$ cat config.mk
export PLATFORM = sky130hd
export DESIGN_NAME = cdb_arbiter
export DESIGN_NICKNAME = d
export VERILOG_FILES = /design/src/rtl/cdb_arbiter.sv
export SDC_FILE = /design/constraint.sdc
export NUM_CORES = 1
export LEC_CHECK = 0
export ABC_AREA = 0
export CAP_MARGIN = 40
export CORE_MARGIN = 4
export CORE_UTILIZATION = 32
export DETAILED_ROUTE_END_ITERATION = 10
export PLACE_DENSITY_LB_ADDON = 0.12
export SYNTH_ARGS = -nofsm -noshare
export SYNTH_HDL_FRONTEND = slang
export SYNTH_SLANG_ARGS = --single-unit
$ cat constraint.sdc
create_clock -name clk -period 2.6 [get_ports clk]
set_input_delay 0.52 -clock clk [delete_from_list [all_inputs] [get_ports clk]]
set_output_delay 0.52 -clock clk [all_outputs]
set_load 0.02 [all_outputs]
$ cat src/rtl/cdb_arbiter.sv
// Round-robin arbiter for the common data bus: grants one pending execution
// result per cycle and registers it onto the CDB, with flush on misprediction.
module cdb_arbiter #(
   parameter  int N_SRC   = 3,
   parameter  int ROB_LOG = 4,
   localparam int SRC_W   = (N_SRC > 1) ? $clog2(N_SRC) : 1
) (
   input  logic                       clk,
   input  logic                       rst,
   input  logic                       rdy,
   input  logic                       jump_flag,
   input  logic [N_SRC-1:0]           src_valid,
   input  logic [N_SRC*ROB_LOG-1:0]   src_RobId,
   input  logic [N_SRC*32-1:0]        src_value,
   output logic [N_SRC-1:0]           src_ready,
   output logic                       cdb_valid,
   output logic [ROB_LOG-1:0]         cdb_RobId,
   output logic [31:0]                cdb_value,
   output logic [SRC_W-1:0]           cdb_src,
   output logic                       tag_err
);

   logic                 cdb_valid_q, cdb_valid_d;
   logic [ROB_LOG-1:0]   cdb_robid_q, cdb_robid_d;
   logic [31:0]          cdb_value_q, cdb_value_d;
   logic [SRC_W-1:0]     cdb_src_q,   cdb_src_d;
   logic [SRC_W-1:0]     rr_q,        rr_d;
   logic                 tag_err_q,   tag_err_d;

   logic                 arb_en_s;
   logic                 found_s;
   logic                 hit_s;
   logic [SRC_W:0]       sum_s;
   logic [SRC_W-1:0]     idx_s;
   logic [N_SRC-1:0]     grant_s;
   logic [SRC_W-1:0]     gnt_idx_s;
   logic [ROB_LOG-1:0]   gnt_id_s;
   logic [31:0]          gnt_val_s;

   // Rotating priority search starting at rr; reset, stall and flush mask every grant.
   always_comb begin
      arb_en_s  = rst & rdy & ~jump_flag;
      found_s   = 1'b0;
      hit_s     = 1'b0;
      sum_s     = '0;
      idx_s     = '0;
      grant_s   = '0;
      gnt_idx_s = '0;
      for (int k = 0; k < N_SRC; k++) begin
         sum_s     = {1'b0, rr_q} + (SRC_W+1)'(k);
         idx_s     = (sum_s >= (SRC_W+1)'(N_SRC)) ? SRC_W'(sum_s - (SRC_W+1)'(N_SRC))
                                                   : SRC_W'(sum_s);
         hit_s     = arb_en_s & ~found_s & src_valid[idx_s];
         grant_s[idx_s] = grant_s[idx_s] | hit_s;
         gnt_idx_s = hit_s ? idx_s : gnt_idx_s;
         found_s   = found_s | hit_s;
      end
   end

   // One-hot AND-OR payload mux driven by the grant vector.
   always_comb begin
      gnt_id_s  = '0;
      gnt_val_s = '0;
      for (int k = 0; k < N_SRC; k++) begin
         gnt_id_s  = gnt_id_s  | (src_RobId[k*ROB_LOG +: ROB_LOG] & {ROB_LOG{grant_s[k]}});
         gnt_val_s = gnt_val_s | (src_value[k*32 +: 32] & {32{grant_s[k]}});
      end
   end

   // Next-state for the CDB register, round-robin pointer and sticky tag error.
   always_comb begin
      cdb_valid_d = cdb_valid_q;
      cdb_robid_d = cdb_robid_q;
      cdb_value_d = cdb_value_q;
      cdb_src_d   = cdb_src_q;
      rr_d        = rr_q;
      tag_err_d   = tag_err_q;
      if (rdy) begin
         if (jump_flag) begin
            cdb_valid_d = 1'b0;
            rr_d        = '0;
         end else if (found_s) begin
            cdb_valid_d = 1'b1;
            cdb_robid_d = gnt_id_s;
            cdb_value_d = gnt_val_s;
            cdb_src_d   = gnt_idx_s;
            rr_d        = (gnt_idx_s == SRC_W'(N_SRC-1)) ? '0 : gnt_idx_s + SRC_W'(1);
            tag_err_d   = tag_err_q | (gnt_id_s == ROB_LOG'(0));
         end else begin
            cdb_valid_d = 1'b0;
         end
      end else begin
         // rdy low freezes the core, so an undelivered broadcast stays on the bus
         cdb_valid_d = cdb_valid_q;
      end
   end

   // State registers with asynchronous active-low reset.
   always_ff @(posedge clk or negedge rst) begin
      if (!rst) begin
         cdb_valid_q <= 1'b0;
         cdb_robid_q <= '0;
         cdb_value_q <= 32'h0000_0000;
         cdb_src_q   <= '0;
         rr_q        <= '0;
         tag_err_q   <= 1'b0;
      end else begin
         cdb_valid_q <= cdb_valid_d;
         cdb_robid_q <= cdb_robid_d;
         cdb_value_q <= cdb_value_d;
         cdb_src_q   <= cdb_src_d;
         rr_q        <= rr_d;
         tag_err_q   <= tag_err_d;
      end
   end

   assign src_ready = grant_s;
   assign cdb_valid = cdb_valid_q;
   assign cdb_RobId = cdb_robid_q;
   assign cdb_value = cdb_value_q;
   assign cdb_src   = cdb_src_q;
   assign tag_err   = tag_err_q;

endmodule

==> qor.csv <==
stage,metric,value,unit
outcome,status,finished with violations,
outcome,violations,setup timing,
yosys,yosys_warnings,0,
yosys,ys_seq_area_share,47.4,%
setup_path,critical_path_class,reg -> out,
final_layout,multi_input_area,0.00117,sq mm
yosys,yosysTopAreaCell,dfrtp_1,
setup_path,ff2ff_setup_slack,-0.10,ns
timing,clock_skew,0.00496,ns
setup_path,arrival,2.23,ns
routing,ant_nets,0,
routing,drc,0,
setup_path,r2r.worst_path.cells,15,
clock_tree,holdBufCountCts,0,
placement,post-dp-hpwl,6.23,mm
global_route,grt.total_usage,20.5,%
setup_path,cp-start-kind,register,
timing,fin_crit,2.75,ns
die,std_cell_rows,30,
setup_path,timing.rr.end,tag_err,
final_layout,layout-drive-gt1-share,18.7,%
timing,worst_slack,-0.151,ns
final_layout,diodes,0,
timing,max_freq,363,MHz
timing,post-route-period-util,106,%
yosys,netlist_top_cells_area,"dfrtp_1 47%, a222oi_1 16%, nand2_1 12%, ha_1 1.7%, buf_6 1.5%",
yosys,syn-cell-area,0.00222,sq mm
timing,hold_slack,0.413,ns
yosys,avgSynthCellArea,9.82,sq um
clock_tree,cts_tree,built,
die,die_area,0.00833,sq mm
final_layout,fillers,553,
die,start_util,32.8,%
routing,wire_per_inst,18.5,um
setup_path,crit_slowest_cell,or4_4,
timing,setup_violations,29,
final_layout,final_common_cell,clkdlybuf4s50_1,
yosys,synth_edf_count,0,
routing,dr.pass1.iters,6,
die,core_area,0.00676,sq mm
die,die_width,91.3,um
clock_tree,cts_max_level,2,
final_layout,most-common-layout-cells,"151 x clkdlybuf4s50_1, 73 x nand2_1, 42 x dfrtp_1, 36 x a222oi_1, 28 x buf_4",
setup_path,crit_top_cell,mux2i_2,
clock_tree,clockBufferDepth,2,
power,vdd_drop_max,0.418,mV
routing,totalWireLength,9.21,mm
job,cap_violations,0,
global_route,grt_max_degree,43,
clock_tree,clock-root-buffer,clkbuf_8,
worst_hold_path,hold_path_class,in -> async,
global_route,gr-total-overflow,0,
clock_tree,clkTransAtPathRegs,0.09,ns
timing,rsz0062_at_grt,true,
global_route,grt_pass1_vias,2723,
global_route,grt_antenna_before_repair,0,
yosys,synthesis.nets,344,
placement,place.gp.congestion,0.923,
yosys,async_flop_share,100,%
routing,drtIter0Drc,213,
setup_path,end_kind,output pin,
clock_tree,cts_buffers,5,
setup_path,crit_path_cell_trace,inv_2 > ha_4 > mux2i_2 > mux2i_2 > buf_4 > or4_4 > o21ai_4 > buf_6,
yosys,ys_seq_elements,42,
placement,dp_slack,-0.524,ns
routing,num_vias,2683,
timing,drv_slew,0,
routing,viasPerCell,5.39,
yosys,ys.flop_type,dfrtp_1,
timing,relSlewSlack,62.8,%
global_route,grt_pass1_wl,13.8,mm
setup_path,cpPeakStageDelay,0.49,ns
yosys,synth_top_cell_area_share,47.4,%
final_layout,syn_to_final_growth,102,%
clock_tree,clk_latency,0.29,ns
power,power_density,827,mW/mm^2
placement,place_area,0.00405,sq mm
clock_tree,cts.sinks,42,
timing,hold_viol,0,
power,leakage,1.98,nW
timing,tightest_slew,0.558,ns
final_layout,stdcell_area,0.00448,sq mm
die,ios,158,
yosys,postSynthCellCount,226,
setup_path,cp_max_fo,3,
die,die_h,91.3,um
yosys,ys_types,41,
setup_path,r2r_start,rr_q[0],
placement,port_buffers,157,
final_layout,regArea,0.00105,sq mm
setup_path,worstPathRequired,2.08,ns
final_layout,nets,535,
-- what timing repair did --
item | in CTS | in global routing
setup buffers | 6 | 7
setup endpoints to repair | 9 | 40
gates resized for setup | 26 | 22
hold endpoints to repair | 0 | 0
pin swaps | 2 | 18
gates cloned | 0 | 2
-- cell type report --
type                       count  area share (%)
clock buffer                   5            1.54
timing repair buffer         200            45.0
clock inverter                 3           0.978
sequential                    42            23.5
tap                           80            2.24
multi-input combinational    160            26.1
inverter                       8           0.671
-- worst max path at each step --
stage                 start            to  slack, ns  cells past startpoint
6_report            rr_q[1]  src_ready[2]      -0.15                      8
5_1_grt             rr_q[0]  src_ready[0]      -0.22                      8
3_3_place_gp   src_valid[2]  src_ready[0]      -0.51                      6
2_1_floorplan       rr_q[0]  src_ready[0]       0.09                      8
4_1_cts             rr_q[1]  src_ready[2]      -0.14                      8
3_5_place_dp   src_valid[0]  src_ready[0]      -0.52                      6
-- stage by stage --
| stage | total power, mW | TNS [ns] | util, % | std cells |
|---|---|---|---|---|
| finish | 3.70 | -1.37 | 66.3 | 498 |
| global route | 3.92 | -4.69 | 66.3 | 498 |
| CTS | 3.64 | -0.232 | 63.0 | 489 |
| detailed placement | 3.02 | -9.26 | 59.9 | 475 |
| global placement | 2.99 | -7.12 | 59.9 | 475 |
| floorplan | 1.97 | 0 | - | 226 |
-- state kept, by name (all words and copies together), names as in the netlist --
register and cells:
tag_err 1, cdb_value 32, rr_q 2, cdb_src 2, cdb_valid 1, cdb_RobId 4
-- report_power, final --
group	switching (mW)	internal [mW]
sequential	0.165	0.950
combinational	0.964	1.09
clock	0.249	0.288
-- layer usage --
layer | share of wire (%) | wire, um | global-route usage (%)
met1 | 38 | 3470 | 23.9
met2 | 52 | 4770 | 36.7
met3 | 8.4 | 770 | 5.05
met4 | 2.2 | 203 | 6.66
met5 | 0 | 0 | 0
-- worst max-delay path: cells and delay by family, from the launching register on --
| kind | cells | cell delay (ns) |
|---|---|---|
| buffers and inverters | 3 | 0.41 |
| muxes | 2 | 0.36 |
| and+or+nand+nor | 1 | 0.49 |
| AOI/OAI and AO/OA | 1 | 0.09 |
| DFF | 1 | 0.43 |
| adders and majority gates | 1 | 0.16 |
-- cells by family (layout without fill, tap and decap cells) --
group | count (synthesis) | count (layout) | synth area share (%)
buffers and inverters | 24 | 216 | 5.70
DFF | 42 | 42 | 47.4
adders and majority gates | 3 | 3 | 1.69
AOI/OAI and AO/OA | 61 | 61 | 24.9
and+or+nand+nor | 91 | 91 | 17.9
muxes | 5 | 5 | 2.48
-- cells in the mapped netlist (3+ instances only) --
| library cell | number |
|---|---|
| inv_1 | 8 |
| a222oi_1 | 36 |
| clkbuf_1 | 6 |
| dfrtp_1 | 42 |
| nand2b_1 | 3 |
| ha_1 | 3 |
| buf_2 | 5 |
| buf_6 | 3 |
| o21ai_0 | 3 |
| mux2i_1 | 3 |
| a21oi_1 | 4 |
| nand2_1 | 73 |
Power figures use the tool's default switching activity.
